### src/rtl/d_pipe_pkg.sv
// Shared constants and helpers for the elastic D-register pipeline.
package d_pipe_pkg;

   localparam int DEF_WIDTH = 8;
   localparam int DEF_DEPTH = 4;

   function automatic int occ_width(input int depth);
      int w;
      w = $clog2(depth + 1);
      return (w < 1) ? 1 : w;
   endfunction

endpackage

### src/rtl/d_pipe_stage.sv
// One pipeline stage: a data register plus its valid bit.
module d_pipe_stage
   import d_pipe_pkg::*;
#(
   parameter int               WIDTH     = DEF_WIDTH,
   parameter logic [WIDTH-1:0] RESET_VAL = '0
) (
   input  logic             clock,
   input  logic             reset_n,
   input  logic             load_i,
   input  logic             clear_i,
   input  logic [WIDTH-1:0] data_i,
   input  logic             valid_i,
   output logic [WIDTH-1:0] data_o,
   output logic             valid_o
);

   logic [WIDTH-1:0] data_q;
   logic [WIDTH-1:0] data_d;
   logic             valid_q;
   logic             valid_d;

   always_comb begin
      data_d  = data_q;
      valid_d = valid_q;
      if (load_i) begin
         data_d  = data_i;
         valid_d = valid_i;
      end else if (clear_i) begin
         valid_d = 1'b0;
      end
   end

   always_ff @(posedge clock or negedge reset_n) begin
      if (!reset_n) begin
         data_q  <= RESET_VAL;
         valid_q <= 1'b0;
      end else begin
         data_q  <= data_d;
         valid_q <= valid_d;
      end
   end

   assign data_o  = data_q;
   assign valid_o = valid_q;

endmodule

### src/rtl/d_pipe_reg.sv
// Elastic DEPTH-stage register pipeline with valid/ready at both ends,
// synchronous flush, complemented output and registered occupancy.
module d_pipe_reg
   import d_pipe_pkg::*;
#(
   parameter int               WIDTH     = DEF_WIDTH,
   parameter int               DEPTH     = DEF_DEPTH,
   parameter logic [WIDTH-1:0] RESET_VAL = '0,
   localparam int              OW        = occ_width(DEPTH)
) (
   input  logic             clock,
   input  logic             reset_n,
   input  logic             flush,
   input  logic             in_valid,
   output logic             in_ready,
   input  logic [WIDTH-1:0] d,
   output logic             out_valid,
   input  logic             out_ready,
   output logic [WIDTH-1:0] q,
   output logic [WIDTH-1:0] q_bar,
   output logic [OW-1:0]    occupancy
);

   logic [DEPTH-1:0] valid;
   logic [DEPTH-1:0] adv;
   logic [DEPTH-1:0] can_ld;
   logic [WIDTH-1:0] data [DEPTH];
   logic             accept;
   logic [OW-1:0]    occ_q;
   logic [OW-1:0]    occ_d;

   // Ready ripples from the consumer back to the producer, unregistered.
   always_comb begin
      adv           = '0;
      can_ld        = '0;
      adv[DEPTH-1]  = valid[DEPTH-1] & out_ready;
      can_ld[DEPTH-1] = !valid[DEPTH-1] | adv[DEPTH-1];
      for (int i = DEPTH - 2; i >= 0; i--) begin
         adv[i]    = valid[i] & can_ld[i+1];
         can_ld[i] = !valid[i] | adv[i];
      end
   end

   assign in_ready = can_ld[0] & !flush;
   assign accept   = in_valid & in_ready;

   for (genvar i = 0; i < DEPTH; i++) begin : g_stage
      logic             ld;
      logic [WIDTH-1:0] din;

      if (i == 0) begin : g_in
         assign ld  = accept;
         assign din = d;
      end else begin : g_mid
         assign ld  = adv[i-1] & !flush;
         assign din = data[i-1];
      end

      d_pipe_stage #(
         .WIDTH     (WIDTH),
         .RESET_VAL (RESET_VAL)
      ) u_stage (
         .clock   (clock),
         .reset_n (reset_n),
         .load_i  (ld),
         .clear_i (adv[i] | flush),
         .data_i  (din),
         .valid_i (1'b1),
         .data_o  (data[i]),
         .valid_o (valid[i])
      );
   end

   always_comb begin
      occ_d = occ_q;
      if (flush) begin
         occ_d = '0;
      end else if (accept && !adv[DEPTH-1]) begin
         occ_d = occ_q + OW'(1);
      end else if (!accept && adv[DEPTH-1]) begin
         occ_d = occ_q - OW'(1);
      end
   end

   always_ff @(posedge clock or negedge reset_n) begin
      if (!reset_n) begin
         occ_q <= '0;
      end else begin
         occ_q <= occ_d;
      end
   end

   assign q         = data[DEPTH-1];
   assign q_bar     = ~data[DEPTH-1];
   assign out_valid = valid[DEPTH-1];
   assign occupancy = occ_q;

endmodule

### config.mk
export PLATFORM = sky130hd
export DESIGN_NAME = d_pipe_reg
export DESIGN_NICKNAME = d
export VERILOG_FILES = /design/src/rtl/d_pipe_pkg.sv /design/src/rtl/d_pipe_stage.sv /design/src/rtl/d_pipe_reg.sv
export SDC_FILE = /design/constraint.sdc
export NUM_CORES = 1
export LEC_CHECK = 0
export ABC_CLOCK_PERIOD_IN_PS = 5400
export BUFFER_PORTS_ARGS = -buffer_cell sky130_fd_sc_hd__buf_4
export CAP_MARGIN = 20
export CORE_MARGIN = 1.5
export CORE_UTILIZATION = 44
export DETAILED_ROUTE_END_ITERATION = 8
export PLACE_DENSITY = 0.66
export SLEW_MARGIN = 20
export SYNTH_ARGS = -nofsm -noshare
export SYNTH_HDL_FRONTEND = slang
export SYNTH_SLANG_ARGS = --single-unit
export TNS_END_PERCENT = 30
### constraint.sdc
create_clock -name clock -period 5.4 [get_ports clock]
set_input_delay 0.81 -clock clock [delete_from_list [all_inputs] [get_ports clock]]
set_output_delay 0.81 -clock clock [all_outputs]
set_load 0.03 [all_outputs]
==> impl_metrics.toml <==
[clocking]
cts_root_buf = "clkbuf_8"
clk_pin_slew_ns = 0.07
postCtsSetupRepairBufs = 0
postCtsHoldBufs = 0
cts_tree = "built"
clkSinkCount = 39
insertion_delay_ns = 0.29
cts_made_buffers = 5
htree_levels = 2
clk_path_buf_depth = 2
cts_resized = 0

[logic_synthesis]
synth_nets = 136
synth.distinct_cells = 25
ys_seq_elements = 39
synth_area_leaders = "dfrtp_1 57%, mux2_2 23%, o311ai_4 3.1%, inv_1 2.9%, nor2_1 2.2%"
syn_inst = 122
yosysSeqAreaShare_pct = 57.44
yosys_warnings = 0
yosys.area.top_type = "dfrtp_1"
synth_top_area_share_pct = 57.44
synth_area_mm2 = 0.001699
syn_avg_cell_area_um2 = 13.93

[die]
start_util_pct = 46.07
die_area_mm2 = 0.004243
core_region_area_mm2 = 0.003689
chipHeight_um = 65.14
die_w_um = 65.14
rows = 22
io_pins = 34

[timing]
finalSetupTns_ns = 0
maxSlewViolCount = 0
period_share_pct = 48.53
slew-limit-headroom_pct = 48.44
worst_pin_slew_ns = 0.7700
rsz0062_at_grt = "false"
final_hold_viol_count = 0
fmax_mhz = 381.6
post-route-min-period_ns = 2.621
fin_skew_ns = 0.002424
finalSetupViolCount = 0

[final_layout]
drive_gt1_share_pct = 51.27
final_nets = 172
diodes = 0
stdcell_count = 206
syn_to_final_growth_pct = 21.72
finalInstanceArea_mm2 = 0.002068
fillers = 323

[placement]
dp.cells = 199
gp_congestion = 0.7651
hpwl_um = 1866
portBuffers = 33
dpl_cell_area_mm2 = 0.001986

[critical_path]
r2r-start = "g_stage[3].u_stage.valid_o$_DFFE_PN0P_"
r2r_slack_ns = 2.84
crit_slowest_cell = "o311ai_4"
cp.required_ns = 5.58
worstSetupEndpointType = "register"
r2r-end = "occupancy[2]$_DFFE_PN0P_"
critPathMaxStageDelay_ns = 0.54
cp.arrival_ns = 2.80
r2r_cells = 7
critPathLaunchType = "input pin"
path_class = "in2reg"
cp_max_fo = 9
path_cells = "buf_4 -> o311ai_4 -> a21oi_1 -> fa_1 -> and4b_1 -> a211oi_1 -> mux2_2"

[drt]
drt_iter0_drc = 17
wl_per_cell_um = 13.10
drtAntennaViolNets = 0
vias = 1037
drc = 0
first_pass_iters = 4
drt-total-wl_um = 2699
routed_via_density = 5.034

[job]
max_cap_viol_count = 0

[pwr]
powerDensity_mw_per_mm2 = 431.0
ir_worst_vdd_mv = 0.2179
p_leak_nw = 0.9553

[hold_path]
hold_path.class = "in2async"

[global_route]
overflow = 0
grt_max_degree = 40
grt_pass1_vias = 1019
grt_pass1_wl_um = 4712
grt_use_total_pct = 15.33
antenna_found_initial = 0

[status]
status = "completed"
## kinds of logic (layout without fill, tap and decap cells)
group / Yosys count / count (layout) / synth area share, %
flip-flops: 39 / 39 / 57.44
multiplexers: 35 / 35 / 23.20
AND/OR/NAND/NOR: 20 / 20 / 7.437
buffers and inverters: 17 / 53 / 4.123
AO/OA/AOI/OAI: 10 / 10 / 6.628
adder cells (fa/ha/maj): 1 / 1 / 1.178
## through the flow
stage / hold WS [ns] / worst slack [ns] / util, % / power (mW)
6_report: 0.4718 / 2.779 / 56.07 / 0.8913
3_5_place_dp: 0.4878 / 2.451 / 53.83 / 0.7158
3_3_place_gp: 0.4826 / 2.526 / 53.83 / 0.7064
2_1_floorplan: 0.4736 / 2.670 / - / 0.6038
4_1_cts: 0.4791 / 2.761 / 56.07 / 0.9075
5_1_grt: 0.4982 / 2.608 / 56.07 / 0.9444
## layout by cell type (no fill, tap or decap)
| master | instances |
|---|---|
| buf_4 | 33 |
| inv_1 | 13 |
| nor2b_2 | 1 |
| nor2_1 | 10 |
| clkinv_2 | 1 |
| a211oi_1 | 1 |
| nand3_4 | 1 |
| nor2b_1 | 2 |
| clkbuf_8 | 5 |
| and4b_1 | 1 |
| nor3b_1 | 2 |
| and3b_1 | 1 |
| a221oi_1 | 1 |
| a31oi_1 | 1 |
| o311ai_4 | 2 |
| mux2_2 | 35 |
| nand2_1 | 1 |
| o31a_2 | 1 |
| fa_1 | 1 |
| a21oi_1 | 2 |
| clkinv_4 | 1 |
| dfrtp_1 | 39 |
| a41oi_1 | 1 |
| a211o_1 | 1 |
| nor3b_2 | 1 |
## layout make-up
class,count,area (um^2),share of cell area [%]
Inverter,13,48.80,2.359
Timing Repair Buffer,33,247.7,11.98
Clock buffer,5,68.82,3.327
Multi-Input combinational cell,66,653.1,31.58
Clock inverter,2,13.76,0.6655
Tap cell,48,60.06,2.904
Sequential cell,39,975.9,47.19
## flip-flops by register name (all words and copies together) (netlist names)
name and flops:
g_stage.u_stage.data_o 32, g_stage.u_stage.valid_o 4, occupancy 3
## power by group
part / switching (mW) / leakage [nW] / internal, mW
logic: 0.160 / 0.427 / 0.134
clock network: 0.0975 / 0.0440 / 0.0881
registers: 0.0423 / 0.484 / 0.369
## synth_stat cells
cell      count
clkbuf_2      1
a211oi_1      1
nand2_1       1
nor2b_1       2
a221oi_1      1
o311ai_4      2
nand3_4       1
clkbuf_1      1
fa_1          1
nor3b_1       2
dfrtp_1      39
and3b_1       1
nor2_1       10
nor3b_2       1
buf_2         1
a21oi_1       2
and4b_1       1
nor2b_2       1
mux2_2       35
a41oi_1       1
inv_1        13
o31a_2        1
buf_4         1
a31oi_1       1
a211o_1       1
## worst max path at each step
| stage | from | end | slack (ns) | cells past startpoint |
|---|---|---|---|---|
| 2_1_floorplan | out_ready | occupancy[2]$_DFFE_PN0P_ | 2.67 | 7 |
| 3_3_place_gp | out_ready | occupancy[2]$_DFFE_PN0P_ | 2.53 | 7 |
| 3_5_place_dp | out_ready | occupancy[2]$_DFFE_PN0P_ | 2.45 | 7 |
| 4_1_cts | out_ready | occupancy[2]$_DFFE_PN0P_ | 2.76 | 7 |
| 5_1_grt | out_ready | occupancy[2]$_DFFE_PN0P_ | 2.61 | 7 |
| 6_report | out_ready | occupancy[2]$_DFFE_PN0P_ | 2.78 | 7 |
## worst max-delay path, delay by kind of cell
family	cells	cell delay (ns)
AOI/OAI and AO/OA	3	0.85
adders and majority gates	1	0.43
buffers and inverters	1	0.16
muxes	1	0.36
and+or+nand+nor	1	0.19
## per-layer routing
| metal | GRT usage (%) | share of wire (%) | up-vias | wire [um] |
|---|---|---|---|---|
| li1 | - | - | 494 | - |
| met1 | 19.04 | 45 | 506 | 1208 |
| met2 | 23.97 | 47 | 30 | 1261 |
| met3 | 4.110 | 5.3 | 7 | 144 |
| met4 | 9.375 | 3.1 | 0 | 85 |
| met5 | 0 | 0 | - | 0 |
(Power assumes the default switching activity.)
